### config.mk
export PLATFORM = sky130hd
export DESIGN_NAME = ula_arbiter_flat
export DESIGN_NICKNAME = d
export VERILOG_FILES = /design/src/rtl/ula_arbiter_if.sv /design/src/rtl/ula_arbiter.sv /design/src/flat_wrapper.sv
export SDC_FILE = /design/constraint.sdc
export NUM_CORES = 1
export LEC_CHECK = 0
export CAP_MARGIN = 20
export CORE_ASPECT_RATIO = 1.2
export CORE_MARGIN = 10
export CORE_UTILIZATION = 34
export DETAILED_ROUTE_END_ITERATION = 16
export GPL_TIMING_DRIVEN = 0
export HOLD_SLACK_MARGIN = 0.1
export PLACE_DENSITY_LB_ADDON = 0.3
export SYNTH_ARGS = -nofsm -noshare
export SYNTH_HDL_FRONTEND = slang
export SYNTH_SLANG_ARGS = --single-unit
### constraint.sdc
create_clock -name clk -period 1.7 [get_ports clk]
set_clock_uncertainty 0.2 [all_clocks]
set_input_delay 0.34 -clock clk [delete_from_list [all_inputs] [get_ports clk]]
set_output_delay 0.34 -clock clk [all_outputs]
set_load 0.03 [all_outputs]
### src/rtl/ula_arbiter_if.sv
// Request/response bundle between two requesters and the shared-ALU arbiter.
// The master modport is the requester side; the slave modport is the arbiter side.
interface ula_arbiter_if #(
    parameter int WIDTH = 32
);
    logic             req0_valid;
    logic             req0_ready;
    logic [WIDTH-1:0] req0_a;
    logic [WIDTH-1:0] req0_b;
    logic [2:0]       req0_f;
    logic             req1_valid;
    logic             req1_ready;
    logic [WIDTH-1:0] req1_a;
    logic [WIDTH-1:0] req1_b;
    logic [2:0]       req1_f;

    logic             rsp0_valid;
    logic             rsp0_ready;
    logic [WIDTH-1:0] rsp0_saida;
    logic             rsp0_v;
    logic             rsp1_valid;
    logic             rsp1_ready;
    logic [WIDTH-1:0] rsp1_saida;
    logic             rsp1_v;

    modport master (
        output req0_valid, req0_a, req0_b, req0_f,
        output req1_valid, req1_a, req1_b, req1_f,
        output rsp0_ready, rsp1_ready,
        input  req0_ready, req1_ready,
        input  rsp0_valid, rsp0_saida, rsp0_v,
        input  rsp1_valid, rsp1_saida, rsp1_v
    );

    modport slave (
        input  req0_valid, req0_a, req0_b, req0_f,
        input  req1_valid, req1_a, req1_b, req1_f,
        input  rsp0_ready, rsp1_ready,
        output req0_ready, req1_ready,
        output rsp0_valid, rsp0_saida, rsp0_v,
        output rsp1_valid, rsp1_saida, rsp1_v
    );
endinterface

### src/rtl/ula_arbiter.sv
// Round-robin arbiter sharing one combinational ALU between two requesters.
// Operands are held on the ALU for SETTLE cycles, then the result is returned.
module ula_arbiter #(
    parameter int WIDTH  = 32,
    parameter int SETTLE = 2
) (
    input  logic             clk,
    input  logic             rst,
    ula_arbiter_if.slave     bus,
    output logic [WIDTH-1:0] ula_a,
    output logic [WIDTH-1:0] ula_b,
    output logic [2:0]       ula_f,
    input  logic [WIDTH-1:0] ula_saida,
    input  logic             ula_v,
    output logic             busy
);
    localparam logic [1:0] IDLE = 2'd0;
    localparam logic [1:0] EXEC = 2'd1;
    localparam logic [1:0] RESP = 2'd2;
    localparam logic [3:0] CNT_INIT = 4'(SETTLE - 1);

    logic [1:0]       state_q, state_d;
    logic [WIDTH-1:0] op_a_q, op_a_d;
    logic [WIDTH-1:0] op_b_q, op_b_d;
    logic [2:0]       op_f_q, op_f_d;
    logic             owner_q, owner_d;
    logic             last_grant_q, last_grant_d;
    logic [3:0]       cnt_q, cnt_d;
    logic [WIDTH-1:0] res_q, res_d;
    logic             res_v_q, res_v_d;

    logic [1:0]       req_valid;
    logic [1:0]       req_ready;
    logic [1:0]       rsp_ready;
    logic [1:0]       rsp_valid;
    logic [WIDTH-1:0] req_a [2];
    logic [WIDTH-1:0] req_b [2];
    logic [2:0]       req_f [2];
    logic             winner;

    assign req_valid = {bus.req1_valid, bus.req0_valid};
    assign rsp_ready = {bus.rsp1_ready, bus.rsp0_ready};
    assign req_a[0]  = bus.req0_a;
    assign req_a[1]  = bus.req1_a;
    assign req_b[0]  = bus.req0_b;
    assign req_b[1]  = bus.req1_b;
    assign req_f[0]  = bus.req0_f;
    assign req_f[1]  = bus.req1_f;

    // A requester wins when alone, or when both request and it was not granted last.
    generate
        for (genvar gi = 0; gi < 2; gi++) begin : g_port
            assign req_ready[gi] = !rst && (state_q == IDLE) && req_valid[gi] &&
                                   (!req_valid[1-gi] || (last_grant_q != 1'(gi)));
            assign rsp_valid[gi] = (state_q == RESP) && (owner_q == 1'(gi));
        end
    endgenerate

    assign winner = req_ready[1];

    always_comb begin
        state_d      = state_q;
        op_a_d       = op_a_q;
        op_b_d       = op_b_q;
        op_f_d       = op_f_q;
        owner_d      = owner_q;
        last_grant_d = last_grant_q;
        cnt_d        = cnt_q;
        res_d        = res_q;
        res_v_d      = res_v_q;
        case (state_q)
            IDLE: begin
                if (|req_ready) begin
                    op_a_d       = req_a[winner];
                    op_b_d       = req_b[winner];
                    op_f_d       = req_f[winner];
                    owner_d      = winner;
                    last_grant_d = winner;
                    cnt_d        = CNT_INIT;
                    state_d      = EXEC;
                end
            end
            EXEC: begin
                if (cnt_q != 4'd0) begin
                    cnt_d = cnt_q - 4'd1;
                end else begin
                    res_d   = ula_saida;
                    res_v_d = ula_v;
                    state_d = RESP;
                end
            end
            RESP: begin
                if (rsp_ready[owner_q]) begin
                    state_d = IDLE;
                end
            end
            default: state_d = IDLE;
        endcase
    end

    always_ff @(posedge clk) begin
        if (rst) begin
            state_q      <= IDLE;
            op_a_q       <= '0;
            op_b_q       <= '0;
            op_f_q       <= '0;
            owner_q      <= 1'b0;
            last_grant_q <= 1'b1;
            cnt_q        <= '0;
            res_q        <= '0;
            res_v_q      <= 1'b0;
        end else begin
            state_q      <= state_d;
            op_a_q       <= op_a_d;
            op_b_q       <= op_b_d;
            op_f_q       <= op_f_d;
            owner_q      <= owner_d;
            last_grant_q <= last_grant_d;
            cnt_q        <= cnt_d;
            res_q        <= res_d;
            res_v_q      <= res_v_d;
        end
    end

    assign ula_a = op_a_q;
    assign ula_b = op_b_q;
    assign ula_f = op_f_q;
    assign busy  = (state_q != IDLE);

    assign bus.req0_ready = req_ready[0];
    assign bus.req1_ready = req_ready[1];
    assign bus.rsp0_valid = rsp_valid[0];
    assign bus.rsp1_valid = rsp_valid[1];
    assign bus.rsp0_saida = res_q;
    assign bus.rsp1_saida = res_q;
    assign bus.rsp0_v     = res_v_q;
    assign bus.rsp1_v     = res_v_q;
endmodule
### src/flat_wrapper.sv
// flat-port wrapper written by rule: the top's interface ports become plain ports
module ula_arbiter_flat 
#(
    parameter int WIDTH  = 32,
    parameter int SETTLE = 2
)
  (clk, rst, ula_a, ula_b, ula_f, ula_saida, ula_v, busy, bus_req0_valid, bus_req0_a, bus_req0_b, bus_req0_f, bus_req1_valid, bus_req1_a, bus_req1_b, bus_req1_f, bus_rsp0_ready, bus_rsp1_ready, bus_req0_ready, bus_req1_ready, bus_rsp0_valid, bus_rsp0_saida, bus_rsp0_v, bus_rsp1_valid, bus_rsp1_saida, bus_rsp1_v);
  ula_arbiter_if #(.WIDTH(WIDTH)) bus_i ();
  input  logic clk;
  input  logic rst;
  output logic [WIDTH-1:0] ula_a;
  output logic [WIDTH-1:0] ula_b;
  output logic [2:0] ula_f;
  input  logic [WIDTH-1:0] ula_saida;
  input  logic ula_v;
  output logic busy;
  input wire logic [$bits(bus_i.req0_valid)-1:0] bus_req0_valid;
  input wire logic [$bits(bus_i.req0_a)-1:0] bus_req0_a;
  input wire logic [$bits(bus_i.req0_b)-1:0] bus_req0_b;
  input wire logic [$bits(bus_i.req0_f)-1:0] bus_req0_f;
  input wire logic [$bits(bus_i.req1_valid)-1:0] bus_req1_valid;
  input wire logic [$bits(bus_i.req1_a)-1:0] bus_req1_a;
  input wire logic [$bits(bus_i.req1_b)-1:0] bus_req1_b;
  input wire logic [$bits(bus_i.req1_f)-1:0] bus_req1_f;
  input wire logic [$bits(bus_i.rsp0_ready)-1:0] bus_rsp0_ready;
  input wire logic [$bits(bus_i.rsp1_ready)-1:0] bus_rsp1_ready;
  output wire logic [$bits(bus_i.req0_ready)-1:0] bus_req0_ready;
  output wire logic [$bits(bus_i.req1_ready)-1:0] bus_req1_ready;
  output wire logic [$bits(bus_i.rsp0_valid)-1:0] bus_rsp0_valid;
  output wire logic [$bits(bus_i.rsp0_saida)-1:0] bus_rsp0_saida;
  output wire logic [$bits(bus_i.rsp0_v)-1:0] bus_rsp0_v;
  output wire logic [$bits(bus_i.rsp1_valid)-1:0] bus_rsp1_valid;
  output wire logic [$bits(bus_i.rsp1_saida)-1:0] bus_rsp1_saida;
  output wire logic [$bits(bus_i.rsp1_v)-1:0] bus_rsp1_v;
  assign bus_i.req0_valid = bus_req0_valid;
  assign bus_i.req0_a = bus_req0_a;
  assign bus_i.req0_b = bus_req0_b;
  assign bus_i.req0_f = bus_req0_f;
  assign bus_i.req1_valid = bus_req1_valid;
  assign bus_i.req1_a = bus_req1_a;
  assign bus_i.req1_b = bus_req1_b;
  assign bus_i.req1_f = bus_req1_f;
  assign bus_i.rsp0_ready = bus_rsp0_ready;
  assign bus_i.rsp1_ready = bus_rsp1_ready;
  assign bus_req0_ready = bus_i.req0_ready;
  assign bus_req1_ready = bus_i.req1_ready;
  assign bus_rsp0_valid = bus_i.rsp0_valid;
  assign bus_rsp0_saida = bus_i.rsp0_saida;
  assign bus_rsp0_v = bus_i.rsp0_v;
  assign bus_rsp1_valid = bus_i.rsp1_valid;
  assign bus_rsp1_saida = bus_i.rsp1_saida;
  assign bus_rsp1_v = bus_i.rsp1_v;
  ula_arbiter #(.WIDTH(WIDTH), .SETTLE(SETTLE)) u_core (.clk(clk), .rst(rst), .bus(bus_i), .ula_a(ula_a), .ula_b(ula_b), .ula_f(ula_f), .ula_saida(ula_saida), .ula_v(ula_v), .busy(busy));
endmodule
==> results.toml, run 1 <==
[timing]
setup_slack_ns = -0.337
finalCritPeriodShare_pct = 120
drv_slew = 0
tightest_slew_ns = 0.649
hold_violations = 0
timing.fmax_mhz = 491
relSlewSlack_pct = 56.7
grt_setup_unrepaired = "yes"
setup_violations = 109
min_period_ns = 2.04

[routing]
num_vias = 6665
first_iter_violations = 431
route.detailed.drc = 0
wl_met1_um = 9700
finalWirelength_um = 26400
highest-signal-layer = "met5"
met2_length_um = 13100
wl_per_cell_um = 21.6
antenna_left = 0
dr.pass1.iters = 4
vias_per_cell = 5.44
met3_length_um = 2670

[die]
io_pins = 311
die_area_um2 = 20700
start_util_pct = 34.7
die-height_um = 156
die_w_um = 133
design.core.area_um2 = 15000
std_cell_rows = 49

[clocking]
cts_buffer_depth = 2
cts_root_buffer = "clkbuf_16"
clk_latency_ns = 0.35
clk_pin_slew_worst_paths_ns = 0.07
cts_sinks = 108
numCtsBuffers = 9
cts_tree = "yes"
cts_htree_levels = 3

[synth]
synth_cell_types = 34
synth.area.top_cells = "dfxtp_1 41%, a311oi_1 11%, a21oi_1 9.7%"
synth_async_sr_flop_share_pct = 0
synth_most_common_cell = "dfxtp_1"
yosysTopAreaCell = "dfxtp_1"
postSynthCellCount = 635
syn_area_per_cell_um2 = 8.21
ys_warn_count = 0
syn_area_um2 = 5210
synth-main-ff-cell = "dfxtp_1"
synth_top_area_share_pct = 41.5
synth.top_cells.by_count = "108 x dfxtp_1, 101 x a21oi_1, 101 x nand3_1"
synth_edf_count = 0
synth-seq-area-share_pct = 41.5
synth_nets = 810
synth-seq-cells = 108

[grt]
grt_pass1_vias = 6921
grt-ovfl-total = 0
grt_max_degree = 18
grt_usage_pct = 22.5
antenna_found_initial = 1
grt_pass1_wl_um = 37800

[status]
violations = "negative setup slack"
status = "finished, violations left"

[worst_setup_path]
required_ns = 1.16
crit_chain = "or3_4 > a211oi_4 > buf_6"
slowest_stage = "or3_4"
max_stage_delay_ns = 0.44
endpoint_kind = "primary output"
critPathKind = "reg -> out"
cp-start-kind = "register"
arrival_ns = 1.50
ff2ff_setup_slack_ns = -0.24
cp_max_fo = 3

[flow_run]
drv_cap = 0

[placed_design]
post-place-cells = 1149
place_ws_ns = -1.26
dp_hpwl_um = 18200
io_buffers = 310
gp_congestion = 0.871

[layout]
drive_gt1_share_pct = 35.4
antenna_cells = 0
areaGrowthSynthToFinish_pct = 102
finalNonFillerCells = 1226
final_nets = 1192

[pwr]
leakagePower_nw = 4.08
peakVddDrop_uv = 473
powerDensity_nw_per_um2 = 841

[min_path]
min_path_type = "reg -> reg"
-- repair_timing --
| item | 4_1_cts | 5_1_grt |
|---|---|---|
| setup buffers | 31 | 18 |
| endpoints found under the hold margin | 0 | 0 |
| hold buffers | 0 | 0 |
| pin swaps | 55 | 62 |
| cloned | 16 | 6 |
| resized for setup | 457 | 207 |
| setup endpoints to repair | 246 | 157 |
-- power breakdown --
group          switching [mW]  total [mW]  internal [mW]
clock network            1.02        2.25           1.23
logic                    1.91        3.67           1.76
registers               0.170        2.94           2.77
-- critical path, delay by kind of cell (launching register included) --
kind	cells	cell delay (ns)
AOI/OAI and AO/OA	1	0.22
buffers and inverters	1	0.18
and+or+nand+nor	1	0.44
DFF	1	0.32
-- routing by layer --
layer | vias to the layer above | GRT usage (%)
li1 | 3130 | -
met1 | 3158 | 23.5
met2 | 319 | 39.2
met3 | 56 | 9.12
met4 | 2 | 9.60
met5 | - | 0
-- flip-flops by register name, indices dropped and copies added (netlist names) --
register               cells
u_core.bus.rsp0_v          1
u_core.ula_b              32
u_core.state_q             2
u_core.ula_f               3
u_core.cnt_q               4
u_core.last_grant_q        1
u_core.bus.rsp0_saida     32
u_core.owner_q             1
u_core.ula_a              32
-- final cells by class --
| cell class | count | area, um2 |
|---|---|---|
| Buffer | 110 | 952 |
| Clock buffer | 11 | 253 |
| Clock inverter | 5 | 60.1 |
| Fill cell | 1216 | 4480 |
| Inverter | 7 | 26.3 |
| Multi-Input combinational cell | 408 | 3010 |
| Sequential cell | 108 | 2190 |
| Tap cell | 204 | 255 |
| Timing Repair Buffer | 373 | 3790 |
-- cell families after synthesis --
group,after synthesis,share of synthesized area [%]
adders and majority gates,2,0.480
buffers and inverters,119,12.6
DFF,108,41.5
AOI/OAI and AO/OA,281,32.9
muxes,1,0.216
and+or+nand+nor,124,12.4
-- path summary, 6_finish.rpt --
kind / start / to / depth (start not counted)
hold reg to reg: u_core.bus.rsp0_saida[17] / u_core.bus.rsp0_saida[17] / 2
setup / recovery: u_core.state_q[1] / bus_req0_ready / 3
hold / removal: u_core.bus.rsp0_saida[17] / u_core.bus.rsp0_saida[17] / 2
setup reg to reg: u_core.last_grant_q / u_core.ula_b[16] / 5
-- cell usage in the layout (no fill, tap or decap), drive strengths merged, types with 2 or more instances in the layout --
master,synthesis,final
clkdlybuf4s50,0,169
buf,65,135
dfxtp,108,108
nand3,101,101
a21oi,101,101
o21ai,101,101
clkbuf,47,73
a311oi,67,67
dlygate4sd2,0,64
clkdlybuf4s15,0,48
nor2,7,7
inv,7,7
clkdlybuf4s18,0,4
nor3,4,4
clkinv,0,3
a211oi,3,3
nand2b,2,2
nor2b,2,2
or3,2,2
or2,2,2
o32ai,2,2
ha,2,2
-- metrics by stage --
| step | hold slack (ns) | utilization, % | power [mW] | cell area (um2) | setup TNS [ns] |
|---|---|---|---|---|---|
| 2_1_floorplan | 0.288 | - | 4.44 | 5270 | -0.115 |
| 3_3_place_gp | 0.273 | 57.4 | 5.72 | 8630 | -71.21 |
| 5_1_grt | 0.293 | 70.2 | 9.17 | 10500 | -26.58 |
| 6_report | 0.269 | 70.2 | 8.86 | 10500 | -17.86 |
| 4_1_cts | 0.274 | 66.2 | 8.51 | 9940 | -18.06 |
| 3_5_place_dp | 0.281 | 57.4 | 5.74 | 8630 | -75.16 |
(Power assumes the default switching activity.)
==> run 2: changes to the inputs <==
--- a/config.mk
+++ b/config.mk
@@ -9,6 +9,7 @@
 export CORE_ASPECT_RATIO = 1.2
 export CORE_MARGIN = 10
 export CORE_UTILIZATION = 34
+export CTS_CLUSTER_DIAMETER = 30
 export DETAILED_ROUTE_END_ITERATION = 16
 export GPL_TIMING_DRIVEN = 0
 export HOLD_SLACK_MARGIN = 0.1
==> results of run 2 <==
Same layout as run 1: the final DEF is identical, and so are final timing and power.
==> run 3: changes to the inputs <==
--- a/config.mk
+++ b/config.mk
@@ -14,6 +14,7 @@
 export GPL_TIMING_DRIVEN = 0
 export HOLD_SLACK_MARGIN = 0.1
 export PLACE_DENSITY_LB_ADDON = 0.3
+export SKIP_LAST_GASP = 1
 export SYNTH_ARGS = -nofsm -noshare
 export SYNTH_HDL_FRONTEND = slang
 export SYNTH_SLANG_ARGS = --single-unit
==> run 3 against run 2 <==
Sequential share of layout area fell by 0.57 points. Register-to-register slack got worse by 0.07 ns. Power rose by 1.5%. Critical path depth did not move. First-iteration DRC count fell by 23%. Maximum frequency barely moved. Die area did not move. Clock-buffer cell count did not move. Final cell count rose by 0.90%. Sequential power barely moved. The flow still finishes with violations (negative setup slack). Critical endpoint unchanged.
==> results.toml, run 3 (synthesis gave the netlist of run 1 again) <==
[clocking]
numCtsBuffers = 9
clk_latency_ns = 0.35
cts_htree_levels = 3
cts_tree = "yes"
clk_pin_slew_worst_paths_ns = 0.08
cts_buffer_depth = 2
cts_root_buffer = "clkbuf_16"
cts_sinks = 108

[routing]
antenna_left = 0
num_vias = 6743
finalWirelength_um = 26900
dr.pass1.iters = 5
first_iter_violations = 331
wl_per_cell_um = 21.7
vias_per_cell = 5.45
route.detailed.drc = 0

[grt]
grt_usage_pct = 22.6
grt_pass1_vias = 6909
grt-ovfl-total = 0
grt_max_degree = 18
grt_pass1_wl_um = 37800
antenna_found_initial = 1

[pwr]
swShare_pct = 35.1
total_power_mw = 9.00
clkPwrFrac_pct = 25.0
leakagePower_nw = 4.19
powerDensity_nw_per_um2 = 833
p_int_mw = 5.84
switching_power_mw = 3.16
seq_power_share_pct = 32.7
power.share.combinational_pct = 42.3
peakVddDrop_uv = 594

[placed_design]
gp_congestion = 0.871
post-place-cells = 1149
io_buffers = 310
place_ws_ns = -1.26
dp_hpwl_um = 18200
dpl_cell_area_um2 = 8630

[timing]
relSlewSlack_pct = 41.4
min_period_ns = 2.04
drv_slew = 0
setup_slack_ns = -0.337
finalCritPeriodShare_pct = 120
setup_tns_ns = -19.20
tightest_slew_ns = 0.878
hold_violations = 0
timing.fmax_mhz = 491
grt_setup_unrepaired = "yes"
setup_violations = 112
holdWs_ns = 0.274

[die]
io_pins = 311
std_cell_rows = 49
die-height_um = 156
start_util_pct = 34.7
die_area_um2 = 20700
die_w_um = 133
design.core.area_um2 = 15000

[min_path]
hold_path.startpoint = "u_core.bus.rsp0_saida[30]"
min_path_type = "reg -> reg"

[status]
status = "finished, violations left"
violations = "negative setup slack"

[worst_setup_path]
endpoint_kind = "primary output"
required_ns = 1.16
cp-start-kind = "register"
cp_max_fo = 3
ff2ff_setup_slack_ns = -0.31
startpoint = "u_core.state_q[1]"
critPathKind = "reg -> out"
r2r_start = "u_core.state_q[1]"
arrival_ns = 1.50

[layout]
antenna_cells = 0
mostFrequentLayoutCell = "clkdlybuf4s50_1"
final_area_um2 = 10800
final_nets = 1203
drive_gt1_share_pct = 36.8
areaGrowthSynthToFinish_pct = 107
layout_common_cells = "169 x clkdlybuf4s50_1, 94 x dfxtp_1, 85 x nand3_1"
fin_util_pct = 71.9
finalNonFillerCells = 1237

[flow_run]
drv_cap = 0
-- run 3: cell count changes in the layout (fill, tap and decap cells not counted), sizes merged --
cell	change
buf	+7
clkbuf	+5
dlygate4sd2	+3
clkdlybuf4s15	-2
bufbuf	-1
clkdlybuf4s18	-1
-- run 3: worst max-delay path, stage by stage, from the launching register on --
cell and delay, ns:
dfxtp_2 0.32, or3_4 0.44, a211oi_4 0.22, buf_6 0.18
-- run 3: path summary, 6_finish.rpt --
check,end,cells past startpoint
max reg2reg,u_core.ula_b[2],8
max,bus_req0_ready,3
min,u_core.bus.rsp0_saida[30],2
min reg2reg,u_core.bus.rsp0_saida[30],2
-- run 3: area by class of cell --
class | instances | area (um2)
multi-input cells | 408 | 3100
flip-flops and latches | 108 | 2180
inverters | 7 | 26.3
fillers | 1167 | 4220
clock inverters | 5 | 60.1
plain buffers | 107 | 921
clock buffers | 11 | 253
repair buffers | 387 | 4010
well taps | 204 | 255
-- run 3: metal layers --
layer / vias up / global-route usage, % / routed length [um]
li1: 3151 / - / -
met4: 2 / 9.81 / 1060
met1: 3195 / 23.4 / 9960
met5: - / 0 / 13
met3: 66 / 9.09 / 2570
met2: 329 / 39.4 / 13300
-- run 3: what timing repair did --
item | in CTS | in global routing
pin swaps | 53 | 78
buffers inserted | 31 | 30
endpoints found under the setup margin | 246 | 159
gates cloned | 16 | 9
hold buffers | 0 | 0
endpoints found under the hold margin | 0 | 0
resized for setup | 432 | 260
-- run 3: power by group through the flow --
stage / registers [mW] / logic, mW / clock network (mW)
2_1_floorplan: 3.36 / 1.08 / 0
3_3_place_gp: 2.95 / 2.76 / 0
3_5_place_dp: 2.96 / 2.78 / 0
4_1_cts: 2.91 / 3.31 / 2.25
5_1_grt: 2.96 / 4.01 / 2.35
6_report: 2.94 / 3.81 / 2.25
